<file path="config.mk">
export PLATFORM = sky130hd
export DESIGN_NAME = compute_sequencer
export DESIGN_NICKNAME = d
export VERILOG_FILES = /design/src/rtl/compute_sequencer.sv
export SDC_FILE = /design/constraint.sdc
export NUM_CORES = 1
export LEC_CHECK = 0
export BUFFER_PORTS_ARGS = -buffer_cell sky130_fd_sc_hd__buf_2
export CAP_MARGIN = 20
export CORE_MARGIN = 2
export CORE_UTILIZATION = 40
export CTS_CLUSTER_SIZE = 30
export DETAILED_ROUTE_END_ITERATION = 12
export GPL_ROUTABILITY_DRIVEN = 0
export HOLD_SLACK_MARGIN = 0.06
export PLACE_DENSITY = 0.71
export SYNTH_ARGS = -nofsm -noshare
export SYNTH_HDL_FRONTEND = slang
export SYNTH_SLANG_ARGS = --single-unit
export TNS_END_PERCENT = 1
</file>
<file path="constraint.sdc">
create_clock -name clock -period 2.1 [get_ports clock]
set_clock_uncertainty 0.05 [all_clocks]
set_input_delay 0.105 -clock clock [delete_from_list [all_inputs] [get_ports clock]]
set_output_delay 0.105 -clock clock [all_outputs]
set_load 0.02 [all_outputs]
</file>
<file path="src/rtl/compute_sequencer.sv">
// Compute-stage instruction sequencer: accepts one instruction, takes its dependency
// tokens, starts and waits on the matching engine, pushes its tokens and retires it.
module compute_sequencer #(
    parameter int CNT_W = 32
) (
    input  logic             clock,
    input  logic             reset,
    input  logic             io_inst_valid,
    output logic             io_inst_ready,
    input  logic [127:0]     io_inst,
    input  logic             io_l2g_dep_valid,
    output logic             io_l2g_dep_ready,
    input  logic             io_s2g_dep_valid,
    output logic             io_s2g_dep_ready,
    output logic             io_g2l_dep_valid,
    input  logic             io_g2l_dep_ready,
    output logic             io_g2s_dep_valid,
    input  logic             io_g2s_dep_ready,
    output logic [127:0]     io_inst_q,
    output logic             io_uop_start,
    output logic             io_acc_start,
    output logic             io_gemm_start,
    output logic             io_alu_start,
    input  logic             io_uop_done,
    input  logic             io_acc_done,
    input  logic             io_gemm_done,
    input  logic             io_alu_done,
    output logic             io_finish,
    output logic             io_busy,
    output logic             io_err,
    output logic [CNT_W-1:0] io_inst_count
);

    typedef enum logic [2:0] {
        IDLE,
        POP,
        EXE,
        WAIT,
        PUSH
    } seqStateT;

    seqStateT state;

    logic [2:0]  opcode;
    logic [1:0]  memId;
    logic [15:0] xSize;
    logic        popPrev;
    logic        popNext;
    logic        pushPrev;
    logic        pushNext;
    logic        isLoad;
    logic        xSizeZero;
    logic        isUop;
    logic        isAcc;
    logic        isSync;
    logic        isGemm;
    logic        isFinish;
    logic        isAlu;
    logic        isIllegal;
    logic        engineOp;
    logic        engineDone;
    logic        popGrant;
    logic        pushPending;

    // All decode works on the latched copy so it stays stable for the whole instruction.
    assign opcode    = io_inst_q[2:0];
    assign popPrev   = io_inst_q[3];
    assign popNext   = io_inst_q[4];
    assign pushPrev  = io_inst_q[5];
    assign pushNext  = io_inst_q[6];
    assign memId     = io_inst_q[8:7];
    assign xSize     = io_inst_q[95:80];

    assign isLoad    = (opcode == 3'd0);
    assign xSizeZero = (xSize == 16'd0);
    assign isUop     = isLoad && (memId == 2'd0) && !xSizeZero;
    assign isAcc     = isLoad && (memId == 2'd3) && !xSizeZero;
    assign isSync    = isLoad && ((memId == 2'd0) || (memId == 2'd3)) && xSizeZero;
    assign isGemm    = (opcode == 3'd2);
    assign isFinish  = (opcode == 3'd3);
    assign isAlu     = (opcode == 3'd4);
    assign isIllegal = !(isUop || isAcc || isSync || isGemm || isFinish || isAlu);

    assign engineOp   = isUop || isAcc || isGemm || isAlu;
    assign engineDone = (isUop && io_uop_done) || (isAcc && io_acc_done) ||
                        (isGemm && io_gemm_done) || (isAlu && io_alu_done);

    // Both required tokens are taken in the same cycle or neither is.
    assign popGrant = !reset && (state == POP) &&
                      (!popPrev || io_l2g_dep_valid) &&
                      (!popNext || io_s2g_dep_valid);

    assign io_l2g_dep_ready = popGrant && popPrev;
    assign io_s2g_dep_ready = popGrant && popNext;
    assign io_inst_ready    = (state == IDLE);
    assign io_busy          = (state != IDLE);

    assign pushPending = (io_g2l_dep_valid && !io_g2l_dep_ready) ||
                         (io_g2s_dep_valid && !io_g2s_dep_ready);

    always_ff @(posedge clock) begin
        if (reset) begin
            state            <= IDLE;
            io_inst_q        <= '0;
            io_uop_start     <= 1'b0;
            io_acc_start     <= 1'b0;
            io_gemm_start    <= 1'b0;
            io_alu_start     <= 1'b0;
            io_g2l_dep_valid <= 1'b0;
            io_g2s_dep_valid <= 1'b0;
            io_finish        <= 1'b0;
            io_err           <= 1'b0;
            io_inst_count    <= '0;
        end else begin
            io_uop_start  <= 1'b0;
            io_acc_start  <= 1'b0;
            io_gemm_start <= 1'b0;
            io_alu_start  <= 1'b0;
            io_finish     <= 1'b0;

            case (state)
                IDLE: begin
                    if (io_inst_valid) begin
                        io_inst_q <= io_inst;
                        state     <= POP;
                    end
                end

                POP: begin
                    if (isIllegal) begin
                        io_err <= 1'b1;
                    end
                    // Start pulses are registered here so they line up with the EXE cycle.
                    if (popGrant) begin
                        io_uop_start  <= isUop;
                        io_acc_start  <= isAcc;
                        io_gemm_start <= isGemm;
                        io_alu_start  <= isAlu;
                        state         <= EXE;
                    end
                end

                EXE: begin
                    if (engineOp) begin
                        state <= WAIT;
                    end else begin
                        io_g2l_dep_valid <= pushPrev;
                        io_g2s_dep_valid <= pushNext;
                        state            <= PUSH;
                    end
                end

                WAIT: begin
                    if (engineDone) begin
                        io_g2l_dep_valid <= pushPrev;
                        io_g2s_dep_valid <= pushNext;
                        state            <= PUSH;
                    end
                end

                PUSH: begin
                    if (io_g2l_dep_ready) begin
                        io_g2l_dep_valid <= 1'b0;
                    end
                    if (io_g2s_dep_ready) begin
                        io_g2s_dep_valid <= 1'b0;
                    end
                    if (!pushPending) begin
                        io_inst_count <= io_inst_count + CNT_W'(1);
                        io_finish     <= isFinish;
                        state         <= IDLE;
                    end
                end

                default: begin
                    state <= IDLE;
                end
            endcase
        end
    end

endmodule

</file>
==> results of run 1 <==
[worst max-delay path: stages, from the launching register on]
cell and delay (ns):
dfxtp_1 0.40, nand4_1 0.18, nor3_2 0.32, nand4_2 0.27, or4_1 0.52, a21oi_1 0.14
[layout by cell type, fill, tap and decap left out, types with 3 or more instances in the layout]
master and instances:
o311ai_0 3, clkbuf_16 17, nand3b_1 5, nand3_1 14, clkinv_2 4, dfxtp_1 171, xor2_1 3, or4_1 3
bufinv_16 4, nand2_1 275, and3_1 5, nand2b_1 5, or3_1 14, nor4_1 10, inv_1 17, buf_4 12
nand4_1 8, buf_12 5, xnor2_1 13, nor3_1 6, and2_1 3, o21ai_0 13, inv_6 4, a21oi_1 150
nor2_1 25, dlygate4sd3_1 130, ha_1 3, buf_2 309, o31ai_1 3
[layout make-up]
class / count / area, um^2
Multi-Input combinational cell: 583 / 2820
Timing Repair Buffer: 456 / 3040
Inverter: 17 / 63.8
Tap cell: 216 / 270
Sequential cell: 171 / 3420
Clock inverter: 14 / 190
Fill cell: 1346 / 5660
Clock buffer: 17 / 425
[final timing paths]
kind	from	end	slack, ns	cells past startpoint
setup reg to reg	io_inst_count[6]	io_inst_count[30]	0.15	5
hold / removal	io_inst_valid	state[1]	0.09	4
setup / recovery	io_inst_count[6]	io_inst_count[30]	0.15	5
hold reg to reg	io_inst_q[18]	io_inst_q[18]	0.40	2
[power groups by stage]
stage	logic, mW	clock network (mW)	registers [mW]
after floorplan	0.541	0	3.86
after global placement	1.29	0	3.63
after detailed placement	1.29	0	3.63
after CTS	1.48	3.37	3.56
after global routing	1.64	3.52	3.59
final	1.50	3.29	3.57
[through the flow]
stage               hold slack, ns  instance area (um^2)  instances  util (%)
floorplan                    0.191                  6520        825         -
finish                      0.0854                 10200       1474      64.4
CTS                         0.0669                 10200       1474      64.4
detailed placement           0.300                  8310       1313      52.3
global placement             0.295                  8310       1313      52.3
global route                 0.138                 10200       1474      64.4
[what timing repair did]
action | in CTS | in global routing
buffers inserted | 0 | 0
resized for setup | 0 | 1
endpoints found under the setup margin | 0 | 1
hold buffers | 130 | 0
endpoints found under the hold margin | 130 | 0
[logic make-up (layout without fill, tap and decap cells)]
group                    after synthesis  after routing  share of synthesized area [%]
AO/OA/AOI/OAI                        178            178                           14.5
flip-flops                           171            171                           52.5
XOR/XNOR                              16             16                           2.15
adder cells (fa/ha/maj)                3              3                          0.576
buffers and inverters                 71            504                           4.40
AND/OR/NAND/NOR                      386            386                           25.9
[flip-flops by register name, summed over array words and instances (netlist names)]
signal            count
io_inst_q           128
io_inst_count        32
state                 3
io_acc_start          1
io_alu_start          1
io_err                1
io_finish             1
io_g2l_dep_valid      1
io_g2s_dep_valid      1
io_gemm_start         1
io_uop_start          1
[per-layer routing]
metal | vias up | track usage (%) | wire length, um
met5 | - | 0 | 12
met4 | 2 | 11.6 | 768
met3 | 64 | 6.40 | 1490
met2 | 288 | 42.1 | 10700
met1 | 3292 | 28.1 | 8490
li1 | 3581 | - | -
==> metrics.yaml, run 1 <==
cp.required_ns: 2.40
drc_errors: 0
maxCapViolCount: 0
final_nets: 1388
min_path_type: "input pin to flop"
synth_seq_cells: 171
power_density_nw_per_um2: 818
netlist_area_um2: 6520
diodes: 0
syn_nets: 967
finalPower_mw: 8.36
yosysSeqAreaShare_pct: 52.5
p_leak_nw: 4.64
antenna_left: 0
setup_ws_ns: 0.149
grt_antenna_before_repair: 1
combPwrFrac_pct: 18.0
synthArstFlopShare_pct: 0
synth_area_per_cell_um2: 7.90
path_clk_slew_ns: 0.07
port_buffers: 310
hpwlAfterDp_mm: 13.3
synth_edf_count: 0
yosys-top-cells-area: "dfxtp_1 (53%), nand2_1 (16%), a21oi_1 (12%)"
cp-start-kind: "flop"
htreeDepth: 4
ys.flop_type: "dfxtp_1"
ios: 311
rows: 46
yosysTopAreaCellShare_pct: 52.5
dieArea_um2: 17300
clockBufferDepth: 2
yosysMostFrequentCell: "nand2_1"
yosys.area.top_type: "dfxtp_1"
intPower_mw: 6.06
power.share.clock_pct: 39.3
ys_types: 41
drt-total-wl_mm: 21.4
die_width_um: 132
cts_tree: "built"
core-area_um2: 15900
track_usage_pct: 24.4
period_share_pct: 92.9
vias: 7227
grt_pass1_vias: 7024
ir_worst_vdd_v: 0.000483
drive_above_1_share_pct: 28.9
cts_buffers: 17
grt_max_degree: 94
setup_viol: 0
fin_crit_ns: 1.95
drv_slew: 0
slew_headroom_pct: 69.4
dieHeight_um: 132
gr-total-overflow: 0
status: "complete, no violations"
layout-area-overhead-vs-synth_pct: 57.0
yosysWarnings: 0
rsz0062_at_grt: "no"
firstDrtPassIters: 5
synthTopCellsByCount: "nand2_1 (276), dfxtp_1 (171), a21oi_1 (150)"
p_switching_mw: 2.31
viasPerCell: 4.90
worstMarginPinSlew_ns: 0.458
switching_share_pct: 27.6
wl_per_cell_um: 14.5
clock-sinks: 171
clock_latency_ns: 0.41
start_util_pct: 41.0
p_seq_share_pct: 42.7
grt_pass1_wl_mm: 34.5
ctsRootBufferMaster: "clkbuf_16"
synthCells: 825
worstSetupPathType: "flop to flop"
pre_cts_ws_ns: 0.148
critPathMaxFanout: 12
drtIter0Drc: 424
setup_tns_ns: 0
cp-end-kind: "flop"
arrival_ns: 2.25
hold_violations: 0
fmax_mhz: 513
Power figures use the tool's default switching activity.
==> run 2, diff against run 1 <==
--- a/config.mk
+++ b/config.mk
@@ -7,7 +7,6 @@
 export LEC_CHECK = 0
 export BUFFER_PORTS_ARGS = -buffer_cell sky130_fd_sc_hd__buf_2
 export CAP_MARGIN = 20
-export CORE_MARGIN = 2
 export CORE_UTILIZATION = 40
 export CTS_CLUSTER_SIZE = 30
 export DETAILED_ROUTE_END_ITERATION = 12
==> metrics.yaml, run 2 (same netlist as run 1, synthesis figures left out) <==
drt-total-wl_mm: 21.4
cp-end-kind: "flop"
critPathMaxFanout: 9
period_share_pct: 92.8
critPathMaxStageDelay_ns: 0.50
crit_path_end: "io_inst_count[15]"
clock_latency_ns: 0.42
worstSetupPathType: "flop to flop"
rows: 46
power_density_nw_per_um2: 793
regMostFlops: "io_inst_q"
critical_path_depth: 6
cp_cell_sequence: "nor3b_4 -> buf_4 -> nand3_1 -> nor4_1 -> xnor2_1 -> nor2_1"
maxCapViolCount: 0
p_leak_nw: 4.65
hold_violations: 0
dieHeight_um: 130
cts_setup_buffers: 0
htreeDepth: 4
arrival_ns: 2.19
drc_errors: 0
ir_worst_vdd_v: 0.000546
clockBufferDepth: 2
final_common_cell: "buf_2"
track_usage_pct: 24.8
r2r_cells: 6
start_util_pct: 41.0
status: "complete, no violations"
layout-area-overhead-vs-synth_pct: 57.1
gr-total-overflow: 0
viasPerCell: 4.92
slew_headroom_pct: 53.9
ctsRootBufferMaster: "clkbuf_16"
cp.required_ns: 2.34
drtIter0Drc: 420
min_path_type: "input pin to flop"
clock-sinks: 171
port_buffers: 310
grt_antenna_before_repair: 0
reg2reg_slack_ns: 0.15
grt_max_degree: 70
final_util_pct: 64.4
drv_slew: 0
worstHoldStart: "io_inst_valid"
crit_family: "simple AND/OR/NAND/NOR gates"
layout_common_cells: "buf_2 (309), nand2_1 (275), dfxtp_1 (171)"
core-area_um2: 15900
slowest_stage: "nor4_1"
hpwlAfterDp_mm: 13.2
cts_tree: "built"
worstMarginPinSlew_ns: 0.691
crit_path_start: "state[2]"
fin_crit_ns: 1.95
fmax_mhz: 513
antenna_left: 0
drive_above_1_share_pct: 29.1
largest_reg_flops: 128
crit_buf_inv: 1
ios: 311
dieArea_um2: 16800
pre_cts_ws_ns: 0.159
setup_viol: 0
die_width_um: 130
grt_pass1_wl_mm: 32.9
setup_ws_ns: 0.152
diodes: 0
reg_top3: "io_inst_q (128), io_inst_count (32), state (3)"
final_nets: 1394
grt_pass1_vias: 6900
reg2reg_to: "io_inst_count[15]"
wl_per_cell_um: 14.5
rr_startpoint: "state[2]"
cp-start-kind: "flop"
firstDrtPassIters: 5
path_clk_slew_ns: 0.07
cts_buffers: 17
vias: 7283
## run 2: changes by cell type in the layout (fill, tap and decap cells not counted), moves of 2 or more
cell and change:
clkinv_2 -2, clkinv_4 +2, buf_4 +5, bufinv_16 -3
## run 2: worst reg2reg max path: stages (launching register included)
cell	delay [ns]
dfxtp_1	0.38
nor3b_4	0.20
buf_4	0.15
nand3_1	0.30
nor4_1	0.50
xnor2_1	0.18
nor2_1	0.06
## run 2: where the power goes
group | total, mW | switching (mW) | internal [mW]
Combinational | 1.53 | 0.897 | 0.634
Clock | 3.02 | 1.35 | 1.67
Sequential | 3.56 | 0.118 | 3.45
## run 2: cell type report
cell class                      instances  area [um^2]
Clock buffer                           19          443
Clock inverter                         12          115
Fill cell                            1308         5650
Inverter                               17         63.8
Multi-Input combinational cell        583         2830
Sequential cell                       171         3420
Tap cell                              216          270
Timing Repair Buffer                  462         3090
## run 2: metrics by stage
stage	hold slack [ns]	TNS [ns]	area, um^2	instances	power, mW
floorplan	0.191	0	6520	825	4.40
global placement	0.273	0	8350	1318	4.92
detailed placement	0.270	0	8350	1318	4.94
CTS	0.0641	0	10200	1480	8.15
global route	0.0815	-0.0302	10200	1480	8.45
finish	0.0652	0	10200	1480	8.11
## run 2: timing repair
item	in CTS	in global routing
hold buffers	131	0
setup endpoints to repair	0	2
hold endpoints to repair	131	0
resized for setup	0	4
## run 2: layer usage
layer | vias up | global-route usage, % | share of wire (%)
met5 | - | 0 | 0
li1 | 3596 | - | -
met2 | 321 | 42.5 | 50
met3 | 62 | 7.84 | 7.5
met1 | 3304 | 28.2 | 39
met4 | 0 | 11.4 | 3.6
## run 2: worst min path at each step
stage / endpoint / slack (ns) / depth (start not counted)
CTS: state[1] / 0.06 / 4
finish: state[1] / 0.07 / 4
detailed placement: io_inst_count[0] / 0.27 / 2
floorplan: io_inst_q[0] / 0.19 / 2
global placement: io_inst_count[0] / 0.27 / 2
global route: state[1] / 0.08 / 4
